$ cat config.mk
export PLATFORM = sky130hd
export DESIGN_NAME = sram_ctrl_flat
export DESIGN_NICKNAME = d
export VERILOG_FILES = /design/src/rtl/sram_ctrl_if.sv /design/src/rtl/sram_ctrl.sv /design/src/flat_wrapper.sv
export SDC_FILE = /design/constraint.sdc
export NUM_CORES = 1
export LEC_CHECK = 0
export ABC_AREA = 1
export CORE_MARGIN = 4
export CORE_UTILIZATION = 24
export CTS_CLUSTER_SIZE = 30
export DETAILED_ROUTE_END_ITERATION = 6
export GPL_TIMING_DRIVEN = 0
export SLEW_MARGIN = 10
export SYNTH_ARGS = -nofsm -noshare
export SYNTH_HDL_FRONTEND = slang
export SYNTH_SLANG_ARGS = --single-unit
export TNS_END_PERCENT = 10
$ cat constraint.sdc
create_clock -name clk -period 1.8 [get_ports clk]
set_input_delay 0.18 -clock clk [delete_from_list [all_inputs] [get_ports clk]]
set_output_delay 0.18 -clock clk [all_outputs]
set_load 0.02 [all_outputs]
$ cat src/rtl/sram_ctrl_if.sv
// sram_ctrl_if: processor-side request/response channel of the SRAM controller.
interface sram_ctrl_if #(
   parameter int ADDR_WIDTH = 8,
   parameter int DATA_WIDTH = 16,
   parameter int WAIT_WIDTH = 4
);
   logic                  req_valid;
   logic                  req_ready;
   logic                  req_write;
   logic [ADDR_WIDTH-1:0] req_addr;
   logic [DATA_WIDTH-1:0] req_wdata;
   logic [WAIT_WIDTH-1:0] wait_cfg;
   logic                  resp_valid;
   logic [DATA_WIDTH-1:0] resp_rdata;
   modport master (
      output req_valid, req_write, req_addr, req_wdata, wait_cfg,
      input  req_ready, resp_valid, resp_rdata
   );
   modport slave (
      input  req_valid, req_write, req_addr, req_wdata, wait_cfg,
      output req_ready, resp_valid, resp_rdata
   );
endinterface

$ cat src/rtl/sram_ctrl.sv
// sram_ctrl: one-at-a-time asynchronous SRAM access sequencer with programmable
// wait states and read-to-write bus turnaround; all pin outputs are registered.
module sram_ctrl #(
   parameter int ADDR_WIDTH = 8,
   parameter int DATA_WIDTH = 16,
   parameter int WAIT_WIDTH = 4,
   parameter int TURNAROUND = 1
) (
   input  logic                  clk,
   input  logic                  reset,
   sram_ctrl_if.slave            bus,
   output logic                  sram_ce_n,
   output logic                  sram_oe_n,
   output logic                  sram_we_n,
   output logic [ADDR_WIDTH-1:0] sram_adr,
   output logic [DATA_WIDTH-1:0] data_out,
   output logic                  data_oe,
   input  logic [DATA_WIDTH-1:0] data_in
);
   typedef enum logic [2:0] {IDLE, TURN, SETUP, ACCESS, HOLD} state_t;
   state_t                state, state_nxt;
   logic                  wr, wr_nxt, last_read, accept, done, act_nxt;
   logic [WAIT_WIDTH-1:0] cnt, cnt_nxt;
   logic [2:0]            turn_cnt, turn_nxt;
   logic                  resp_valid;
   logic [DATA_WIDTH-1:0] resp_rdata;
   assign bus.req_ready  = reset && state == IDLE;
   assign bus.resp_valid = resp_valid;
   assign bus.resp_rdata = resp_rdata;
   assign accept         = bus.req_valid && bus.req_ready;
   always_comb begin
      state_nxt = state;
      wr_nxt    = wr;
      cnt_nxt   = cnt;
      turn_nxt  = turn_cnt;
      done      = 1'b0;
      case (state)
         IDLE: if (accept) begin
            wr_nxt    = bus.req_write;
            cnt_nxt   = (bus.wait_cfg == '0) ? WAIT_WIDTH'(1) : bus.wait_cfg;
            turn_nxt  = 3'(TURNAROUND);
            state_nxt = (bus.req_write && last_read && TURNAROUND > 0) ? TURN : SETUP;
         end
         TURN: begin
            turn_nxt  = turn_cnt - 3'd1;
            state_nxt = (turn_cnt == 3'd1) ? SETUP : TURN;
         end
         SETUP: state_nxt = ACCESS;
         ACCESS: if (cnt == WAIT_WIDTH'(1)) begin
            state_nxt = wr ? HOLD : IDLE;
            done      = !wr;
         end else begin
            cnt_nxt = cnt - WAIT_WIDTH'(1);
         end
         HOLD: begin
            state_nxt = IDLE;
            done      = 1'b1;
         end
         default: state_nxt = IDLE;
      endcase
   end
   // Pins are decoded from the next state so they line up with the state register.
   assign act_nxt = state_nxt inside {SETUP, ACCESS, HOLD};
   always_ff @(posedge clk or negedge reset) begin
      if (!reset) begin
         state      <= IDLE;
         wr         <= 1'b0;
         cnt        <= '0;
         turn_cnt   <= '0;
         last_read  <= 1'b0;
         sram_ce_n  <= 1'b1;
         sram_oe_n  <= 1'b1;
         sram_we_n  <= 1'b1;
         data_oe    <= 1'b0;
         sram_adr   <= '0;
         data_out   <= '0;
         resp_valid <= 1'b0;
         resp_rdata <= '0;
      end else begin
         state      <= state_nxt;
         wr         <= wr_nxt;
         cnt        <= cnt_nxt;
         turn_cnt   <= turn_nxt;
         sram_ce_n  <= !act_nxt;
         sram_oe_n  <= !(act_nxt && !wr_nxt);
         sram_we_n  <= !(state_nxt == ACCESS && wr_nxt);
         data_oe    <= act_nxt && wr_nxt;
         resp_valid <= done;
         if (done) last_read <= !wr;
         if (accept) sram_adr <= bus.req_addr;
         if (accept && bus.req_write) data_out <= bus.req_wdata;
         if (state == ACCESS && cnt == WAIT_WIDTH'(1) && !wr) resp_rdata <= data_in;
      end
   end
   a_no_overlap: assert property (@(posedge clk) disable iff (!reset) sram_oe_n || sram_we_n);
   a_no_contention: assert property (@(posedge clk) disable iff (!reset) !(data_oe && !sram_oe_n));
endmodule
$ cat src/flat_wrapper.sv
// flat-port wrapper written by rule: the top's interface ports become plain ports
module sram_ctrl_flat 
#(
   parameter int ADDR_WIDTH = 8,
   parameter int DATA_WIDTH = 16,
   parameter int WAIT_WIDTH = 4,
   parameter int TURNAROUND = 1
)
  (clk, reset, sram_ce_n, sram_oe_n, sram_we_n, sram_adr, data_out, data_oe, data_in, bus_req_valid, bus_req_write, bus_req_addr, bus_req_wdata, bus_wait_cfg, bus_req_ready, bus_resp_valid, bus_resp_rdata);
  sram_ctrl_if #(.ADDR_WIDTH(ADDR_WIDTH), .DATA_WIDTH(DATA_WIDTH), .WAIT_WIDTH(WAIT_WIDTH)) bus_i ();
  input  logic clk;
  input  logic reset;
  output logic sram_ce_n;
  output logic sram_oe_n;
  output logic sram_we_n;
  output logic [ADDR_WIDTH-1:0] sram_adr;
  output logic [DATA_WIDTH-1:0] data_out;
  output logic data_oe;
  input  logic [DATA_WIDTH-1:0] data_in;
  input wire logic [$bits(bus_i.req_valid)-1:0] bus_req_valid;
  input wire logic [$bits(bus_i.req_write)-1:0] bus_req_write;
  input wire logic [$bits(bus_i.req_addr)-1:0] bus_req_addr;
  input wire logic [$bits(bus_i.req_wdata)-1:0] bus_req_wdata;
  input wire logic [$bits(bus_i.wait_cfg)-1:0] bus_wait_cfg;
  output wire logic [$bits(bus_i.req_ready)-1:0] bus_req_ready;
  output wire logic [$bits(bus_i.resp_valid)-1:0] bus_resp_valid;
  output wire logic [$bits(bus_i.resp_rdata)-1:0] bus_resp_rdata;
  assign bus_i.req_valid = bus_req_valid;
  assign bus_i.req_write = bus_req_write;
  assign bus_i.req_addr = bus_req_addr;
  assign bus_i.req_wdata = bus_req_wdata;
  assign bus_i.wait_cfg = bus_wait_cfg;
  assign bus_req_ready = bus_i.req_ready;
  assign bus_resp_valid = bus_i.resp_valid;
  assign bus_resp_rdata = bus_i.resp_rdata;
  sram_ctrl #(.ADDR_WIDTH(ADDR_WIDTH), .DATA_WIDTH(DATA_WIDTH), .WAIT_WIDTH(WAIT_WIDTH), .TURNAROUND(TURNAROUND)) u_core (.clk(clk), .reset(reset), .bus(bus_i), .sram_ce_n(sram_ce_n), .sram_oe_n(sram_oe_n), .sram_we_n(sram_we_n), .sram_adr(sram_adr), .data_out(data_out), .data_oe(data_oe), .data_in(data_in));
endmodule
== Yosys cells after proc, flatten, opt, wreduce, memory -nomap -nowiden ==
Cells that the tools add are included.

* Register bits: 57
* Bits in latches: 0
* RAM bits: 0
* Memory bits (read-only): 0
* Input port bits: 48
* Output and inout port bits: 46
* Memories kept: 0

* $add $sub $neg: 2
* Multipliers: 0
* Div/mod/pow operators: 0
* $lt $le $gt $ge: 0
* Equal/unequal tests: 11
* Shift operators: 0
* Mux-type cells: 16
* Bitwise operators: 0
* Reduce and logical (&&, ||, !) cells: 21

{| class="wikitable"
|+ Operators by type and width
! kind !! count
|-
| $eq A3 B2 Y1 const B || 4
|-
| $mux W3 || 4
|-
| $mux W4 || 3
|-
| $pmux W3 S4 || 1
|-
| $logic_and A1 B1 Y1 || 9
|-
| $pmux W4 S2 || 1
|-
| $eq A3 B1 Y1 const B || 2
|-
| $eq A3 B3 Y1 const B || 2
|-
| $pmux W3 S2 || 1
|-
| $logic_not A1 Y1 || 5
|-
| $eq A4 B1 Y1 const B || 1
|-
| $logic_not A4 Y1 || 1
|-
| $mux W2 || 2
|-
| $reduce_bool A2 Y1 || 2
|-
| $sub A4 B1 Y4 const B || 1
|-
| $logic_not A3 Y1 || 1
|-
| $mux W1 || 3
|-
| $reduce_and A3 Y1 || 1
|-
| $reduce_bool A3 Y1 || 1
|-
| $sub A3 B1 Y3 const B || 1
|-
| $ne A2 B1 Y1 const B || 1
|-
| $ne A2 B2 Y1 const B || 1
|-
| $pmux W1 S2 || 1
|-
| $reduce_and A2 Y1 || 1
|}

== Depth between registers and ports, before layout ==
Gate-level depths: netlist (run 1).

* Depth in word-level cells: 9
* Mapped depth: 10
* Gate-level depth less buffers: 9

== Worst setup path before layout (run 1) ==
No wires, ideal clock.

* Path type: register to register
* From: reg u_core.cnt[1]
* To: reg u_core.resp_rdata[10] (netlist: u_core.bus.resp_rdata[10])
* Setup time: 0.123 ns
* Arrival time: 1.319 ns
* Required time: 1.677 ns
* Slack: 0.358 ns
* Cell stages (with the launch flop): 10
* Cells stage by stage: dfrtp_1 inv_1 ha_1 nand2_1 nor2_1 nand2_2 buf_6 buf_6 o21ai_0 nand2_1

* Cells in the longest elaborated chain, start to end: 3

{| class="wikitable"
|+ RTL lines
! what !! line !! text
|-
| start: declaration || sram_ctrl.sv:23 || <nowiki>logic [WAIT_WIDTH-1:0] cnt, cnt_nxt;</nowiki>
|-
| start signal: assignment || sram_ctrl.sv:82 || <nowiki>cnt <= cnt_nxt;</nowiki>
|-
| $eq A4 B1 Y1 || sram_ctrl.sv:92 || <nowiki>if (state == ACCESS && cnt == WAIT_WIDTH'(1) && !wr) resp_rdata <= data_in;</nowiki>
|-
| $logic_and A1 B1 Y1 (2 in series) || sram_ctrl.sv:92 ||
|-
| end signal: assignment || sram_ctrl.sv:92 ||
|-
| end: declaration || sram_ctrl.sv:26 || <nowiki>logic [DATA_WIDTH-1:0] resp_rdata;</nowiki>
|}

Every way passes these cells.
A chain may end at the register's enable or synchronous reset.

== Final worst setup path (run 1) ==
* From: reg u_core.state[2]
* To: out bus_req_ready

* Cells in the longest elaborated chain, start to end: 2

{| class="wikitable"
|+ RTL lines
! what !! line !! text
|-
| start: declaration || sram_ctrl.sv:21 || <nowiki>state_t state, state_nxt;</nowiki>
|-
| start signal: assignment || sram_ctrl.sv:80 || <nowiki>state <= state_nxt;</nowiki>
|-
| $logic_not A3 Y1 || sram_ctrl.sv:27 || <nowiki>assign bus.req_ready = reset && state == IDLE;</nowiki>
|-
| $logic_and A1 B1 Y1 || sram_ctrl.sv:27 ||
|-
| end: declaration || flat_wrapper.sv:25 || <nowiki>output wire logic [$bits(bus_i.req_ready)-1:0] bus_req_ready;</nowiki>
|}

Every way passes these cells.

==> results of run 1 <==
[what timing repair did]
item                                    CTS  global route
pin swaps                                 0             0
gates resized for setup                   1             2
endpoints found under the setup margin    1             2
hold endpoints to repair                 54            25
[sequential cells by signal (all words and copies together), names as in the netlist, 3 cells and up]
signal and count:
u_core.bus.resp_rdata 16, u_core.turn_cnt 3, u_core.cnt 4, u_core.state 3, u_core.sram_adr 8, u_core.data_out 16
[worst max path at each step]
stage | from | endpoint | slack [ns]
5_1_grt | u_core.cnt[1] | u_core.bus.resp_rdata[13] | 0.05
3_3_place_gp | reset | bus_req_ready | -2.02
6_report | u_core.state[2] | bus_req_ready | 0.15
4_1_cts | u_core.state[2] | bus_req_ready | 0.09
3_5_place_dp | reset | bus_req_ready | -0.09
2_1_floorplan | u_core.cnt[1] | u_core.bus.resp_rdata[10] | 0.36
[layout make-up]
cell class,count,area (um^2),share of cell area
Inverter,21,81.3,0.0211
Clock inverter,3,15.0,0.00390
Buffer,8,65.1,0.0169
Sequential cell,57,1430,0.372
Multi-Input combinational cell,200,931,0.242
Timing Repair Buffer,97,997,0.259
Tap cell,136,170,0.0442
Clock buffer,13,159,0.0413
[where the power goes]
group          switching [uW]  internal (uW)  total (uW)
Clock                     481            569        1050
Combinational            1770           1420        3190
Sequential                335           1910        2240
Total                    2590           3890        6480
[layout by cell type (no fill, tap or decap), types with 2 or more instances in the layout]
cell and instances:
buf_12 3, buf_4 2, buf_6 4, clkbuf_1 4
clkbuf_8 11, clkdlybuf4s50_1 91, clkinv_2 3, dfrtp_1 54
dfstp_2 3, ha_1 4, inv_1 19, nand2_1 139
nand3_1 9, nor2_1 7, nor2_2 2, nor2_4 3
o21ai_0 21, o21ai_2 2
[layer usage]
metal  up-vias  GRT usage
li1       1106          -
met1      1010      0.137
met2        67      0.168
met3         4     0.0250
met4         0     0.0369
met5         -          0
[logic make-up after synthesis]
| group | after synthesis | share of synthesized area |
|---|---|---|
| AOI/OAI and AO/OA | 27 | 0.0589 |
| xor gates and xnor gates | 1 | 0.00350 |
| adders and majority gates | 4 | 0.0200 |
| buffers and inverters | 29 | 0.0584 |
| DFF | 57 | 0.571 |
| and+or+nand+nor | 168 | 0.288 |
[worst min-delay path: cells and delay by family]
kind | cells | cell delay, ns
buf+inv | 1 | 0.40
simple gates | 2 | 0.10
[per-stage QoR]
step / hold WS [ns] / setup slack, ns / cells
after CTS: -0.0545 / 0.0911 / 531
final: 0.396 / 0.147 / 535
after global routing: 0.388 / 0.0512 / 535
after floorplan: -0.116 / 0.358 / 286
after global placement: 0.459 / -2.02 / 515
after detailed placement: 0.299 / -0.0912 / 515
==> impl_metrics.env, run 1 <==
export IMPL_num_rows=37
export IMPL_critPathCaptureType="output port"
export IMPL_syn_inst=286
export IMPL_powerDensity_nw_per_um2=1680
export IMPL_wl_um=6500
export IMPL_hold_path_startpoint="bus_req_wdata[2]"
export IMPL_dp_hpwl_um=4600
export IMPL_post_dp_cell_area_um2=3600
export IMPL_synth_top_cell_area_share=0.539
export IMPL_fin_skew_ns=0.00563
export IMPL_clock_latency_ns=0.32
export IMPL_fin_crit_sh=0.918
export IMPL_path_class="register to output port"
export IMPL_wl_met1_um=2970
export IMPL_clk_path_buf_depth=2
export IMPL_syn_area_um2=2500
export IMPL_crit_buf_inv=2
export IMPL_status="completed"
export IMPL_grt_first_pass_wirelength_um=9980
export IMPL_reg2regPathDepth=9
export IMPL_drive_above_1_share=0.105
export IMPL_arrival_ns=1.47
export IMPL_tns_ns=0
export IMPL_postCtsSetupRepairBufs=0
export IMPL_synth_cell_types=29
export IMPL_routedWlPerCell_um=12.2
export IMPL_cpPeakStageDelay_ns=0.46
export IMPL_num_io_pins=94
export IMPL_rsz0062_at_grt="false"
export IMPL_nFillCells=1036
export IMPL_peakVddDrop_v=0.000568
export IMPL_setup_viol=0
export IMPL_port_buffers=93
export IMPL_dr_wl_met2_um=3060
export IMPL_syn_nets=338
export IMPL_synth_top_cells_by_count="139 x nand2_1, 54 x dfrtp_1, 22 x o21ai_0, 19 x inv_1, 9 x nand3_1"
export IMPL_layout_nets=446
export IMPL_grtUsageTotal=0.104
export IMPL_worst_slew_margin_rel=0.630
export IMPL_drtIter0Drc=96
export IMPL_cp_cell_sequence="nor2_4 > nand3_4 > inv_1 > dlygate4sd2_1"
export IMPL_fin_area_um2=3850
export IMPL_crit_required_ns=1.62
export IMPL_clock_sinks=57
export IMPL_crit_family="flip-flops"
export IMPL_cts_tree="yes"
export IMPL_ys_top_cells_by_area="dfrtp_1 54%, nand2_1 21%, o21ai_0 4.4%"
export IMPL_num_antenna_cells=0
export IMPL_layout_min_cycle_time_ns=1.65
export IMPL_finalPower_uw=6480
export IMPL_synth_warnings=0
export IMPL_cts_buffers_inserted=9
export IMPL_grt_ovfl_total=0
export IMPL_r2r_start="u_core.cnt[1]"
export IMPL_gp_congestion=0.739
export IMPL_synthFlopType="dfrtp_1"
export IMPL_worst_slew_pin_slew_ns=0.555
export IMPL_r2r_slack_ns=0.20
export IMPL_whs_path_depth=3
export IMPL_fp_dieArea_um2=12100
export IMPL_synth_edf_count=0
export IMPL_maxCapViolCount=0
export IMPL_cts_htree_levels=3
export IMPL_yosysTopAreaCell="dfrtp_1"
export IMPL_crit_path_start_kind="register"
export IMPL_yosysMostFrequentCell="nand2_1"
export IMPL_ys_seq_area_frac=0.571
export IMPL_reg2reg_to="u_core.bus.resp_rdata[13]"
export IMPL_clk_pin_slew_ns=0.06
export IMPL_antenna_left=0
export IMPL_post_route_util=0.376
export IMPL_p_leak_uw=0.00183
export IMPL_cp_slowest_cell="dfrtp_1"
export IMPL_worstHoldEndpoint="u_core.data_out[2]"
export IMPL_num_vias=2187
export IMPL_async_reset_ff_frac=1.00
export IMPL_top_layer="met4"
export IMPL_routed_wl_met3_um=433
export IMPL_fmax_mhz=605
export IMPL_coreArea_um2=10200
export IMPL_cts_root_buf="clkbuf_8"
export IMPL_drc=0
export IMPL_synth_ff_latch_count=57
export IMPL_chipHeight_um=110
export IMPL_antenna_found_initial=0
export IMPL_crit_fanout=5
export IMPL_crit_cells=4
export IMPL_die_w_um=110
export IMPL_finalHoldViolations=0
export IMPL_maxSlewViolCount=0
export IMPL_grt_max_degree=59
export IMPL_viasPerCell=4.09
export IMPL_first_global_vias=2113
export IMPL_area_growth_pct=53.6
export IMPL_avgSynthCellArea_um2=8.76
export IMPL_initial_utilization=0.245
export IMPL_hold_class="primary input to register"
export IMPL_dr_pass1_iters=4
Note: power is estimated with default switching activity, not from simulation.
==> run 2: changes to the inputs <==
--- a/config.mk
+++ b/config.mk
@@ -7,10 +7,11 @@
 export LEC_CHECK = 0
 export ABC_AREA = 1
 export CORE_MARGIN = 4
-export CORE_UTILIZATION = 24
+export CORE_UTILIZATION = 44
 export CTS_CLUSTER_SIZE = 30
 export DETAILED_ROUTE_END_ITERATION = 6
 export GPL_TIMING_DRIVEN = 0
+export PLACE_DENSITY = 0.8
 export SLEW_MARGIN = 10
 export SYNTH_ARGS = -nofsm -noshare
 export SYNTH_HDL_FRONTEND = slang
==> run 2 against run 1 <==
  * The run now ends with hold timing left
  * Core utilization increased by 30 points
  * Critical path depth did not move
  * Fmax shrank 1.3%
  * Hold slack lost 0.48 ns
  * Register-to-register slack improved by 0.02 ns
  * Critical endpoint unchanged
==> impl_metrics.env, run 2 (same netlist as run 1, synthesis figures left out) <==
export IMPL_die_w_um=83.5
export IMPL_cp_cell_sequence="nor2_4 > nand3_4 > inv_1 > dlygate4sd2_1"
export IMPL_routedWlPerCell_um=12.1
export IMPL_cts_buffers_inserted=9
export IMPL_reg2regPathDepth=9
export IMPL_fmax_mhz=597
export IMPL_num_io_pins=94
export IMPL_finalHoldViolations=54
export IMPL_area_growth_pct=48.8
export IMPL_initial_utilization=0.455
export IMPL_layout_min_cycle_time_ns=1.68
export IMPL_grt_first_pass_wirelength_um=9800
export IMPL_fin_skew_ns=0.00678
export IMPL_postCtsSetupRepairBufs=0
export IMPL_antenna_found_initial=0
export IMPL_dr_pass1_iters=4
export IMPL_num_rows=27
export IMPL_drc=0
export IMPL_grt_max_degree=59
export IMPL_worst_slew_pin_slew_ns=0.726
export IMPL_hold_ws_ns=-0.0856
export IMPL_reg2reg_to="u_core.bus.resp_rdata[9]"
export IMPL_crit_path_start_kind="register"
export IMPL_clock_sinks=57
export IMPL_r2r_start="u_core.cnt[1]"
export IMPL_final_common_cell="nand2_1"
export IMPL_layout_nets=442
export IMPL_fin_crit_sh=0.931
export IMPL_r2r_slack_ns=0.22
export IMPL_p_leak_uw=0.00181
export IMPL_clk_path_buf_depth=2
export IMPL_top_regs="u_core.bus.resp_rdata x16, u_core.data_out x16, u_core.sram_adr x8"
export IMPL_worst_slew_margin_rel=0.516
export IMPL_chipHeight_um=83.5
export IMPL_violations="hold timing"
export IMPL_mostFrequentLayoutCells="139 x nand2_1, 91 x clkdlybuf4s50_1, 54 x dfrtp_1, 22 x o21ai_0, 19 x inv_1"
export IMPL_maxSlewViolCount=0
export IMPL_hold_class="primary input to asynchronous set/reset pin"
export IMPL_grt_ovfl_total=0
export IMPL_first_global_vias=2124
export IMPL_drtIter0Drc=88
export IMPL_arrival_ns=1.50
export IMPL_maxCapViolCount=0
export IMPL_num_antenna_cells=0
export IMPL_grtUsageTotal=0.171
export IMPL_crit_required_ns=1.62
export IMPL_path_class="register to output port"
export IMPL_num_vias=2194
export IMPL_cp_slowest_cell="dfrtp_1"
export IMPL_worst_slack_ns=0.124
export IMPL_gp_congestion=0.775
export IMPL_cts_root_buf="clkbuf_8"
export IMPL_fp_dieArea_um2=6960
export IMPL_cts_tree="yes"
export IMPL_antenna_left=0
export IMPL_setup_viol=0
export IMPL_status="complete, but fails checks"
export IMPL_dp_hpwl_um=4180
export IMPL_coreArea_um2=5510
export IMPL_rsz0062_at_grt="false"
export IMPL_crit_fanout=5
export IMPL_cpPeakStageDelay_ns=0.47
export IMPL_clk_pin_slew_ns=0.06
export IMPL_critPathCaptureType="output port"
export IMPL_clock_latency_ns=0.32
export IMPL_peakVddDrop_v=0.000979
export IMPL_cts_htree_levels=3
export IMPL_port_buffers=93
export IMPL_post_route_util=0.677
export IMPL_drive_above_1_share=0.101
export IMPL_dp_slack_ns=-0.0607
export IMPL_wl_um=5670
export IMPL_viasPerCell=4.70
export IMPL_powerDensity_nw_per_um2=1760
run 2: worst max-delay path by stage:
| stage | end | depth (start not counted) | from |
|---|---|---|---|
| 6_report | bus_req_ready | 4 | u_core.state[2] |
| 2_1_floorplan | u_core.bus.resp_rdata[10] | 9 | u_core.cnt[1] |
| 4_1_cts | bus_req_ready | 4 | u_core.state[2] |
| 5_1_grt | bus_req_ready | 4 | u_core.state[2] |
| 3_3_place_gp | bus_req_ready | 4 | reset |
| 3_5_place_dp | bus_req_ready | 4 | reset |
run 2: area by class of cell:
class | count | area [um^2]
Buffer | 8 | 65.1
Sequential cell | 57 | 1430
Fill cell | 443 | 1780
Inverter | 21 | 81.3
Clock buffer | 11 | 151
Clock inverter | 5 | 53.8
Timing Repair Buffer | 93 | 927
Multi-Input combinational cell | 200 | 928
Tap cell | 72 | 90.1
run 2: timing repair:
item	CTS	global route
hold endpoints to repair	54	54
endpoints found under the setup margin	1	0
resized for setup	1	0
run 2: routing by layer:
| metal | vias up | share of wire | GRT usage | routed length, um |
|---|---|---|---|---|
| met5 | - | 0 | 0 | 0 |
| met3 | 5 | 0.062 | 0.0385 | 349 |
| met4 | 0 | 0.0085 | 0.0643 | 48 |
| li1 | 1098 | - | - | - |
| met2 | 73 | 0.47 | 0.276 | 2690 |
| met1 | 1018 | 0.46 | 0.228 | 2580 |
run 2: through the flow:
stage / hold slack [ns] / TNS [ns] / cell area [um^2] / total power [uW] / cells
after CTS: -0.0603 / 0 / 3730 / 6640 / 467
after detailed placement: 0.290 / -0.0607 / 3520 / 5430 / 451
after global routing: -0.0261 / 0 / 3730 / 7080 / 467
final: -0.0856 / 0 / 3730 / 6560 / 467
after floorplan: -0.116 / 0 / 2500 / 4010 / 286
after global placement: 0.456 / -139.56 / 3530 / 5330 / 451
run 2: critical path, delay by kind of cell, from the launching register on:
| kind | cells | cell delay, ns |
|---|---|---|
| flops | 1 | 0.47 |
| buf+inv | 2 | 0.42 |
| simple gates | 2 | 0.30 |
run 2: report_power, final:
group	internal (uW)	switching [uW]
logic	1400	1750
registers	1910	314
clock network	709	485
==> run 3: changes to the inputs <==
==> constraint.sdc (replaced) <==
create_clock -name clk -period 1.86 [get_ports clk]
set_input_delay 0.186 -clock clk [delete_from_list [all_inputs] [get_ports clk]]
set_output_delay 0.186 -clock clk [all_outputs]
set_load 0.02 [all_outputs]
==> results of run 3 <==
Same layout as run 2 (identical final DEF). Status: complete, but fails checks: hold timing.
Main changes from that run: setup slack after placement -0.0607 ns -> -0.0127 ns; setup slack after layout 0.124 ns -> 0.178 ns; hold slack -0.0856 ns -> -0.0796 ns; register-to-register setup slack 0.22 ns -> 0.28 ns; total power 6560 uW -> 6350 uW; worst IR drop on VDD 0.000979 V -> 0.000947 V
